[src/rtl/fifo_rd_drain_if.sv]
// FIFO read port plus the outgoing valid/ready stream of the read-side drain engine.
// The master modport is the drain engine; the slave modport is the FIFO plus the downstream sink.
interface fifo_rd_drain_if #(
  parameter int unsigned DATA_WIDTH = 8
) ();
  logic [DATA_WIDTH-1:0] rdata;
  logic                  rempty;
  logic                  rinc;
  logic                  m_valid;
  logic                  m_ready;
  logic [DATA_WIDTH-1:0] m_data;

  modport master (
    input  rdata,
    input  rempty,
    input  m_ready,
    output rinc,
    output m_valid,
    output m_data
  );

  modport slave (
    output rdata,
    output rempty,
    output m_ready,
    input  rinc,
    input  m_valid,
    input  m_data
  );
endinterface

[src/rtl/fifo_rd_drain.sv]
// Read-domain drain engine: pops cmd_len words from a first-word fall-through FIFO
// and replays them on a valid/ready stream through a 2-entry skid buffer.
module fifo_rd_drain #(
  parameter int unsigned DATA_WIDTH = 8,
  parameter int unsigned LEN_WIDTH  = 8
) (
  input  logic                 rclk,
  input  logic                 rrst_n,
  fifo_rd_drain_if.master      rd,
  input  logic                 cmd_start,
  input  logic [LEN_WIDTH-1:0] cmd_len,
  input  logic                 cmd_abort,
  output logic                 busy,
  output logic                 done,
  output logic [LEN_WIDTH-1:0] word_cnt
);

  typedef enum logic [1:0] {StIdle, StDrain, StFlush, StDone} state_e;

  localparam logic [LEN_WIDTH-1:0] LenOne = LEN_WIDTH'(1);

  state_e                state_q;
  logic [1:0]            occ_q, occ_d;
  logic [DATA_WIDTH-1:0] buf0_q, buf1_q;
  logic [LEN_WIDTH-1:0]  pops_left_q;
  logic [LEN_WIDTH-1:0]  word_cnt_q;
  logic                  pop, xfer;

  // Pop depends only on registered state and rempty; m_ready never reaches rinc.
  assign pop  = (state_q == StDrain) && (pops_left_q != '0) && !rd.rempty && (occ_q != 2'd2);
  assign xfer = (occ_q != 2'd0) && rd.m_ready;

  always_comb begin
    occ_d = occ_q;
    unique case ({pop, xfer})
      2'b10:   occ_d = occ_q + 2'd1;
      2'b01:   occ_d = occ_q - 2'd1;
      default: occ_d = occ_q;
    endcase
  end

  always_ff @(posedge rclk or negedge rrst_n) begin
    if (!rrst_n) begin
      state_q     <= StIdle;
      occ_q       <= 2'd0;
      buf0_q      <= '0;
      buf1_q      <= '0;
      pops_left_q <= '0;
      word_cnt_q  <= '0;
    end else begin
      occ_q <= occ_d;

      // buf0 is always the oldest entry; a transfer from a full buffer shifts buf1 down.
      if (xfer) begin
        if (occ_q == 2'd2) begin
          buf0_q <= buf1_q;
          if (pop) buf1_q <= rd.rdata;
        end else if (pop) begin
          buf0_q <= rd.rdata;
        end
      end else if (pop) begin
        if (occ_q == 2'd0) buf0_q <= rd.rdata;
        else               buf1_q <= rd.rdata;
      end

      if (xfer) word_cnt_q <= word_cnt_q + LenOne;

      unique case (state_q)
        StIdle: begin
          if (cmd_start) begin
            word_cnt_q <= '0;
            if (cmd_len != '0) begin
              pops_left_q <= cmd_len;
              state_q     <= StDrain;
            end else begin
              state_q <= StDone;
            end
          end
        end
        StDrain: begin
          if (pop) pops_left_q <= pops_left_q - LenOne;
          if (cmd_abort) begin
            pops_left_q <= '0;
            state_q     <= StFlush;
          end else if (pop && pops_left_q == LenOne) begin
            state_q <= StFlush;
          end
        end
        StFlush: begin
          if (occ_d == 2'd0) state_q <= StDone;
        end
        StDone: begin
          state_q <= StIdle;
        end
        default: state_q <= StIdle;
      endcase
    end
  end

  assign rd.rinc    = pop;
  assign rd.m_valid = (occ_q != 2'd0);
  assign rd.m_data  = buf0_q;
  assign busy       = (state_q == StDrain) || (state_q == StFlush);
  assign done       = (state_q == StDone);
  assign word_cnt   = word_cnt_q;

endmodule
[src/flat_wrapper.sv]
// flat-port wrapper written by rule: the top's interface ports become plain ports
module fifo_rd_drain_flat 
#(
  parameter int unsigned DATA_WIDTH = 8,
  parameter int unsigned LEN_WIDTH  = 8
)
  (rclk, rrst_n, cmd_start, cmd_len, cmd_abort, busy, done, word_cnt, rd_rdata, rd_rempty, rd_m_ready, rd_rinc, rd_m_valid, rd_m_data);
  fifo_rd_drain_if #(.DATA_WIDTH(DATA_WIDTH)) rd_i ();
  input  logic rclk;
  input  logic rrst_n;
  input  logic cmd_start;
  input  logic [LEN_WIDTH-1:0] cmd_len;
  input  logic cmd_abort;
  output logic busy;
  output logic done;
  output logic [LEN_WIDTH-1:0] word_cnt;
  input wire logic [$bits(rd_i.rdata)-1:0] rd_rdata;
  input wire logic [$bits(rd_i.rempty)-1:0] rd_rempty;
  input wire logic [$bits(rd_i.m_ready)-1:0] rd_m_ready;
  output wire logic [$bits(rd_i.rinc)-1:0] rd_rinc;
  output wire logic [$bits(rd_i.m_valid)-1:0] rd_m_valid;
  output wire logic [$bits(rd_i.m_data)-1:0] rd_m_data;
  assign rd_i.rdata = rd_rdata;
  assign rd_i.rempty = rd_rempty;
  assign rd_i.m_ready = rd_m_ready;
  assign rd_rinc = rd_i.rinc;
  assign rd_m_valid = rd_i.m_valid;
  assign rd_m_data = rd_i.m_data;
  fifo_rd_drain #(.DATA_WIDTH(DATA_WIDTH), .LEN_WIDTH(LEN_WIDTH)) u_core (.rclk(rclk), .rrst_n(rrst_n), .rd(rd_i), .cmd_start(cmd_start), .cmd_len(cmd_len), .cmd_abort(cmd_abort), .busy(busy), .done(done), .word_cnt(word_cnt));
endmodule
[config.mk]
export PLATFORM = sky130hd
export DESIGN_NAME = fifo_rd_drain_flat
export DESIGN_NICKNAME = d
export VERILOG_FILES = /design/src/rtl/fifo_rd_drain_if.sv /design/src/rtl/fifo_rd_drain.sv /design/src/flat_wrapper.sv
export SDC_FILE = /design/constraint.sdc
export NUM_CORES = 1
export LEC_CHECK = 0
export BUFFER_PORTS_ARGS = -buffer_cell sky130_fd_sc_hd__buf_2
export CAP_MARGIN = 20
export CORE_ASPECT_RATIO = 0.5
export CORE_MARGIN = 5
export CORE_UTILIZATION = 40
export DETAILED_ROUTE_END_ITERATION = 10
export GPL_TIMING_DRIVEN = 0
export PLACE_DENSITY = 0.58
export SYNTH_ARGS = -nofsm -noshare
export SYNTH_HDL_FRONTEND = slang
export SYNTH_SLANG_ARGS = --single-unit
[constraint.sdc]
create_clock -name rclk -period 3.2 [get_ports rclk]
set_input_delay 0.16 -clock rclk [delete_from_list [all_inputs] [get_ports rclk]]
set_output_delay 0.16 -clock rclk [all_outputs]
set_load 0.05 [all_outputs]
==> results.cfg, run 1 <==
[status]
status = finished clean

[cts]
cts.sinks = 36
root_buffer = clkbuf_8
cts_buffer_depth = 2
cts_buffers = 5
cts_tree = built
clk_pin_slew_ns = 0.08
clkLatencyLatePin_ns = 0.29
h-tree-depth = 2
cts_resized = 0

[routing]
ant_nets = 0
dr.pass1.iters = 4
wirelength_um = 4910
vias = 1690
drc = 0
drt_iter0_drc = 62
wire_per_inst_um = 15.5
viasPerCell = 5.35

[worst_setup_path]
cp_slowest_cell = dfrtp_1
critPathKind = register to register
worst-path-buf-inv = 2
cp_slowest_stage_delay_ns = 0.43
cp-start-kind = register
cp_top_family = compound AO/OA/AOI/OAI gates
path_cells = inv_1 -> ha_1 -> or3b_1 -> buf_4 -> o211ai_4 -> ha_1 -> nor2b_1 -> a221oi_1 -> a2111oi_2 -> mux2i_1
worst_path_most_repeated_cell = ha_1
cp.required_ns = 3.41
rrSetupSlack_ns = 0.39
worstSetupEndpointType = register
worstPathMaxFanout = 8
crit_arrival_ns = 3.02

[flow_run]
max_cap_violations = 0

[timing]
rsz0062_at_grt = false
timing.final.crit_period_ns = 2.81
fin_skew_ns = 0.00790
setup_viol = 0
hold_slack_ns = 0.115
worstMarginPinSlew_ns = 0.819
tns_ns = 0
hold_viol_final = 0
drv_slew = 0
fmax_mhz = 356
post-route-period-util_pct = 87.8
relSlewSlack_pct = 45.4

[synth]
avgSynthCellArea_um2 = 10.8
yosys.area.top_type = dfrtp_1
synthTopCellsByArea = dfrtp_1 (42%), mux2_2 (13%), ha_1 (5.3%), inv_1 (2.8%), nor2_1 (2.8%)
ys_seq_elements = 36
yosys.cell_types.count = 51
yosysWarningCount = 0
ys_seq_area_share_pct = 42.4
synth_edf_count = 0
synthFlopType = dfrtp_1
async_reset_ff_share_pct = 100
syn_area_um2 = 2120
synth_nets = 227
synthesis.instances = 196
netlist.area_leader.share_pct = 42.4

[global_routing]
antenna_found_initial = 0
grt_usage_pct = 14.9
overflow = 0
grt_pass1_wl_um = 8090
grt_max_degree = 37
grt_pass1_vias = 1671

[layout]
synthToLayoutAreaGrowth_pct = 18.4
fillers = 490
fin_nets = 276
diodes = 0
seqCellArea_um2 = 901
multi_input_area_um2 = 1120
drive_gt1_share_pct = 38.2
final_util_pct = 50.0

[floorplanning]
dieArea_um2 = 6950
start_util_pct = 42.3
coreArea_um2 = 5020
std_cell_rows = 18
die_height_um = 61.5
die_w_um = 113
ios = 42

[placed_design]
hpwl_um = 3620
portBuffers = 41
gp_congestion = 0.885

[power]
p_per_area_nw_per_um2 = 1050
leakage_nw = 1.16
ir_drop_mv = 0.423

[min_path]
min_path_type = primary input to register
flip-flops by register name (all words and copies together), names as in the netlist:
signal	count
u_core.pops_left_q	8
u_core.rd.m_data	8
u_core.buf1_q	8
u_core.occ_q	2
u_core.state_q	2
u_core.word_cnt	8
synthesized netlist by cell type (2+ instances only):
cell,number
a221oi_1,3
buf_6,2
dfrtp_1,36
nand2_1,8
a221o_1,3
a21oi_1,8
nor2_1,16
nand4_1,4
xnor2_1,5
xor2_1,5
o21ai_0,4
mux2_2,24
o22ai_1,4
ha_1,9
and2b_2,2
nor2b_1,4
nor3_1,6
a22o_2,2
a211oi_1,2
or4_2,2
inv_1,16
mux2i_1,2
final cells by class:
| class | count | share of cell area (%) |
|---|---|---|
| sequential | 36 | 35.8 |
| multi-input combinational | 138 | 44.4 |
| timing repair buffer | 42 | 8.56 |
| clock buffer | 5 | 2.74 |
| buffer | 5 | 1.54 |
| inverter | 17 | 2.64 |
| clock inverter | 3 | 0.747 |
| tap | 70 | 3.48 |
cell usage in the layout (no fill, tap or decap), types with 2 or more instances in the layout:
cell      instances
xnor2_1           5
mux2i_1           2
a21oi_1           8
nor3_1            6
and2b_2           2
buf_6             2
nor2_1           16
mux2_2           24
or4_2             2
o21ai_0           4
a211oi_1          2
buf_2            42
nor2b_1           4
clkbuf_8          5
dfrtp_1          36
inv_1            16
nand2_1           8
ha_1              9
nand4_1           4
o22ai_1           4
xor2_1            5
a22o_2            2
a221o_1           3
a221oi_1          3
clkinv_2          2
power breakdown:
| part | total (mW) | switching (mW) | internal (mW) |
|---|---|---|---|
| registers | 0.792 | 0.141 | 0.651 |
| clock network | 0.315 | 0.164 | 0.152 |
| logic | 1.53 | 0.950 | 0.576 |
| total | 2.63 | 1.25 | 1.38 |
metal layers:
layer	global-route usage (%)	routed length, um
met5	0	0
met4	5.65	78
met1	19.5	2350
met2	24.2	2160
met3	4.22	326
final timing paths:
kind	from	end	cells past startpoint
setup / recovery	u_core.pops_left_q[0]	u_core.state_q[1]	10
min in group asynchronous	rrst_n	u_core.pops_left_q[1]	2
hold / removal	rd_rdata[2]	u_core.buf1_q[2]	2
max in group asynchronous	rrst_n	u_core.state_q[0]	2
setup reg to reg	u_core.pops_left_q[0]	u_core.state_q[1]	10
hold reg to reg	u_core.rd.m_data[5]	u_core.rd.m_data[5]	1
stage by stage:
step | worst slack (ns) | area (um^2) | power, mW | std cells
floorplan | 0.699 | 2120 | 1.99 | 196
global placement | 0.425 | 2420 | 2.29 | 307
detailed placement | 0.391 | 2420 | 2.33 | 307
CTS | 0.373 | 2510 | 2.66 | 316
global route | 0.164 | 2510 | 2.83 | 316
finish | 0.391 | 2510 | 2.63 | 316
cell families (layout without fill, tap and decap cells):
group	Yosys count	in the layout	synth area share (%)
fa+ha+maj	9	9	5.30
mux	26	26	13.7
simple gates	53	53	13.4
flops	36	36	42.4
xor+xnor	10	10	4.12
compound gates	40	40	16.1
buf+inv	22	72	4.95
what timing repair did:
action	CTS	global route
hold endpoints to repair	35	0
hold buffers	1	0
setup buffers	0	0
Power figures use the tool's default switching activity.
==> inputs of run 2 (changes only) <==
- MAX_ROUTING_LAYER: not set -> met4
- clock period: 3.2 -> 3 ns (I/O delays scaled with it)
==> run 2 against run 1 <==
Sequential cell count unchanged; worst hold slack got worse by 0.011 ns; global-route usage increased by 0.53 points; core utilization increased by 0.30 points.
==> results.cfg, run 2 (synthesis results as in run 1) <==
[global_routing]
grt_max_degree = 37
overflow = 0
antenna_found_initial = 0
grt_usage_pct = 15.5
grt_pass1_wl_um = 8100
grt_pass1_vias = 1670

[cts]
root_buffer = clkbuf_8
cts.sinks = 36
cts_tree = built
cts_buffer_depth = 2
cts_buffers = 5
h-tree-depth = 2
clk_pin_slew_ns = 0.08
clkLatencyLatePin_ns = 0.29

[timing]
setup_viol = 0
drv_slew = 0
worstMarginPinSlew_ns = 0.821
fin_skew_ns = 0.00834
relSlewSlack_pct = 45.2
fmax_mhz = 381
tns_ns = 0
timing.final.crit_period_ns = 2.63
hold_viol_final = 0
rsz0062_at_grt = false
post-route-period-util_pct = 87.6

[layout]
drive_gt1_share_pct = 38.7
layout_commonest_cell = buf_2
fin_cells = 318
diodes = 0
synthToLayoutAreaGrowth_pct = 19.1
fin_nets = 278
mostFrequentLayoutCells = buf_2 (42), dfrtp_1 (36), mux2_2 (24)

[worst_setup_path]
worstSetupEndpointType = register
r2r_start = u_core.pops_left_q[0]
rrSetupSlack_ns = 0.37
critPathKind = register to register
crit_arrival_ns = 2.84
cp.required_ns = 3.21
r2r_end = u_core.state_q[1]
reg2reg_depth = 10
worstPathMaxFanout = 6
cp-start-kind = register

[floorplanning]
start_util_pct = 42.3
coreArea_um2 = 5020
die_height_um = 61.5
ios = 42
dieArea_um2 = 6950
std_cell_rows = 18
die_w_um = 113

[routing]
wire_per_inst_um = 15.5
vias = 1699
viasPerCell = 5.34
drt_iter0_drc = 76
dr.pass1.iters = 4
drc = 0
wirelength_um = 4910
ant_nets = 0

[power]
ir_drop_mv = 0.443
leakage_nw = 1.17
p_per_area_nw_per_um2 = 1120

[min_path]
hold_start = rd_rdata[2]
min_to = u_core.buf1_q[2]
min_path_type = primary input to register
min_path_cells = 2

[placed_design]
gp_congestion = 0.899
dp_cells = 307
hpwl_um = 3620
portBuffers = 41

[flow_run]
max_cap_violations = 0

[status]
status = finished clean
==> run 2: cell count changes in the layout (fill, tap and decap cells not counted), sizes merged <==
cell	before	now
buf	45	47
==> run 2: area by class of cell <==
| type | instances | area [um^2] |
|---|---|---|
| fillers | 490 | 2490 |
| plain buffers | 5 | 38.8 |
| inverters | 17 | 66.3 |
| clock inverters | 3 | 18.8 |
| multi-input cells | 138 | 1120 |
| well taps | 70 | 87.6 |
| clock buffers | 5 | 68.8 |
| flip-flops and latches | 36 | 901 |
| repair buffers | 44 | 230 |
==> run 2: worst max-delay path, stage by stage (launching register included) <==
cell and delay [ns]:
dfrtp_1 0.43, inv_1 0.08, ha_1 0.20, or3b_1 0.36
buf_4 0.17, o211ai_4 0.21, ha_1 0.31, nor2b_1 0.13
a221oi_1 0.11, a2111oi_2 0.33, mux2i_1 0.23
==> run 2: metrics by stage <==
step                util [%]  power, mW  hold WS, ns  setup slack [ns]  area (um^2)
detailed placement      48.1       2.48        0.295             0.191         2420
CTS                     50.0       2.83       0.0951             0.173         2510
finish                  50.3       2.82        0.104             0.372         2530
floorplan                  -       2.12       -0.146             0.499         2120
global placement        48.1       2.44        0.292             0.225         2420
global route            50.3       3.03       0.0973            0.0931         2530
==> run 2: timing repair <==
item	4_1_cts	5_1_grt
setup endpoints to repair	0	1
endpoints found under the hold margin	36	0
gates resized for setup	0	0
buffers inserted	0	2
hold buffers	1	0
==> run 2: how the worst max path moves through the flow <==
stage,from,endpoint,slack (ns)
5_1_grt,u_core.occ_q[0],u_core.state_q[1],0.09
6_report,u_core.pops_left_q[0],u_core.state_q[1],0.37
3_3_place_gp,u_core.pops_left_q[1],u_core.state_q[1],0.23
3_5_place_dp,u_core.pops_left_q[1],u_core.state_q[1],0.19
4_1_cts,u_core.pops_left_q[1],u_core.state_q[1],0.17
2_1_floorplan,u_core.pops_left_q[0],u_core.state_q[1],0.50
==> run 2: where the power goes <==
| part | switching [mW] | internal, mW |
|---|---|---|
| combinational | 1.02 | 0.625 |
| sequential | 0.149 | 0.695 |
| clock | 0.174 | 0.162 |
==> run 2: routing by layer <==
layer / track usage (%) / share of wire [%] / vias to the layer above
met3: 3.93 / 6.2 / 9
li1: - / - / 817
met5: - / 0 / -
met2: 24.2 / 44 / 47
met1: 19.7 / 48 / 826
met4: 5.65 / 1.5 / 0
==> inputs of run 3 (changes only) <==
- CAP_MARGIN: 20 -> not set
- RECOVER_POWER: not set -> 100
==> run 3 against run 2 <==
The run now ends with capacitance limit, slew limit left; wire length hardly changed; clock power barely moved; design area is 1.8% lower; first-iteration DRC count down 30%; via count up 0.18%; critical endpoint unchanged; sequential cell count unchanged.
==> results.cfg, run 3 (synthesis results as in run 1) <==
[cts]
root_buffer = clkbuf_8
cts_buffer_depth = 2
cts_tree = built
cts.sinks = 36
cts_buffers = 5
clkLatencyLatePin_ns = 0.29
clk_pin_slew_ns = 0.08
h-tree-depth = 2

[worst_setup_path]
r2r_end = u_core.state_q[1]
worstPathMaxFanout = 6
cp.required_ns = 3.21
cp-start-kind = register
rrSetupSlack_ns = 0.31
crit_arrival_ns = 2.89
critPathKind = register to register
r2r_start = u_core.pops_left_q[0]
reg2reg_depth = 10
worstSetupEndpointType = register

[timing]
rsz0062_at_grt = false
postLayoutSetupSlackWorst_ns = 0.314
hold_viol_final = 0
worstMarginPinSlew_ns = 1.98
drv_slew = 37
setup_viol = 0
timing.final.crit_period_ns = 2.69
tns_ns = 0
fin_skew_ns = 0.00842
post-route-period-util_pct = 89.5
hold_slack_ns = 0.105
fmax_mhz = 372
relSlewSlack_pct = -31.8

[power]
p_per_area_nw_per_um2 = 1120
ir_drop_mv = 0.439
leakage_nw = 1.10
fin_total_pwr_mw = 2.77

[layout]
synthToLayoutAreaGrowth_pct = 17.0
fin_cells = 318
final_util_pct = 49.5
mostFrequentLayoutCells = dfrtp_1 (36), mux2_2 (24), clkbuf_1 (23)
fin_area_um2 = 2480
diodes = 0
drive_gt1_share_pct = 29.0
fin_nets = 278
layout_commonest_cell = dfrtp_1

[global_routing]
grt_max_degree = 37
grt_usage_pct = 15.5
overflow = 0
grt_pass1_wl_um = 8100
grt_pass1_vias = 1670
antenna_found_initial = 0

[floorplanning]
die_height_um = 61.5
dieArea_um2 = 6950
ios = 42
std_cell_rows = 18
coreArea_um2 = 5020
die_w_um = 113
start_util_pct = 42.3

[min_path]
min_path_cells = 2
hold_start = rd_rdata[2]
min_to = u_core.buf1_q[2]
min_path_type = primary input to register

[placed_design]
dp_cells = 307
placed_area_um2 = 2420
hpwl_um = 3620
dp_slack_ns = 0.191
portBuffers = 41
gp_congestion = 0.899

[routing]
viasPerCell = 5.35
ant_nets = 0
dr_wl_met2_um = 2170
drt_iter0_drc = 53
wire_per_inst_um = 15.5
maxUsedRoutingLayer = met4
met1_length_um = 2360
met3_length_um = 311
vias = 1702
wirelength_um = 4920
drc = 0
dr.pass1.iters = 4

[status]
failed_checks = capacitance limit, slew limit
status = complete, but fails checks

[flow_run]
max_cap_violations = 1
## run 3: worst max-delay path by stage
stage / startpoint / to / slack, ns / cells after the start
after floorplan: u_core.pops_left_q[0] / u_core.state_q[1] / 0.50 / 10
after global placement: u_core.pops_left_q[1] / u_core.state_q[1] / 0.23 / 10
after detailed placement: u_core.pops_left_q[1] / u_core.state_q[1] / 0.19 / 10
after CTS: u_core.pops_left_q[1] / u_core.state_q[1] / 0.17 / 10
after global routing: u_core.occ_q[0] / u_core.state_q[1] / 0.10 / 8
final: u_core.pops_left_q[0] / u_core.state_q[1] / 0.31 / 10
## run 3: area by class of cell
class                   count  area, um^2
plain buffers               5        35.0
clock buffers               5        68.8
clock inverters             3        18.8
fillers                   506        2540
inverters                  17        66.3
multi-input cells         138        1100
flip-flops and latches     36         901
well taps                  70        87.6
repair buffers             44         201
## run 3: power by group
part / switching (mW) / internal (mW)
logic: 1.01 / 0.582
clock network: 0.174 / 0.162
registers: 0.151 / 0.695
## run 3: per-layer routing
layer,vias to the layer above,global-route usage (%)
met5,-,-
met4,0,5.65
met3,9,3.93
met2,44,24.2
met1,829,19.7
li1,820,-
## run 3: repair_timing
action | in CTS | in global routing
hold buffers | 1 | 0
resized for setup | 0 | 0
endpoints found under the setup margin | 0 | 1
endpoints found under the hold margin | 36 | 0
buffers inserted | 0 | 2
## run 3: worst max-delay path, stage by stage (launching register included)
cell and delay [ns]:
dfrtp_1 0.43, inv_1 0.08, ha_1 0.20, or3b_1 0.36, clkbuf_1 0.19, o211ai_4 0.25
ha_1 0.31, nor2b_1 0.13, a221oi_1 0.11, a2111oi_2 0.33, mux2i_1 0.23
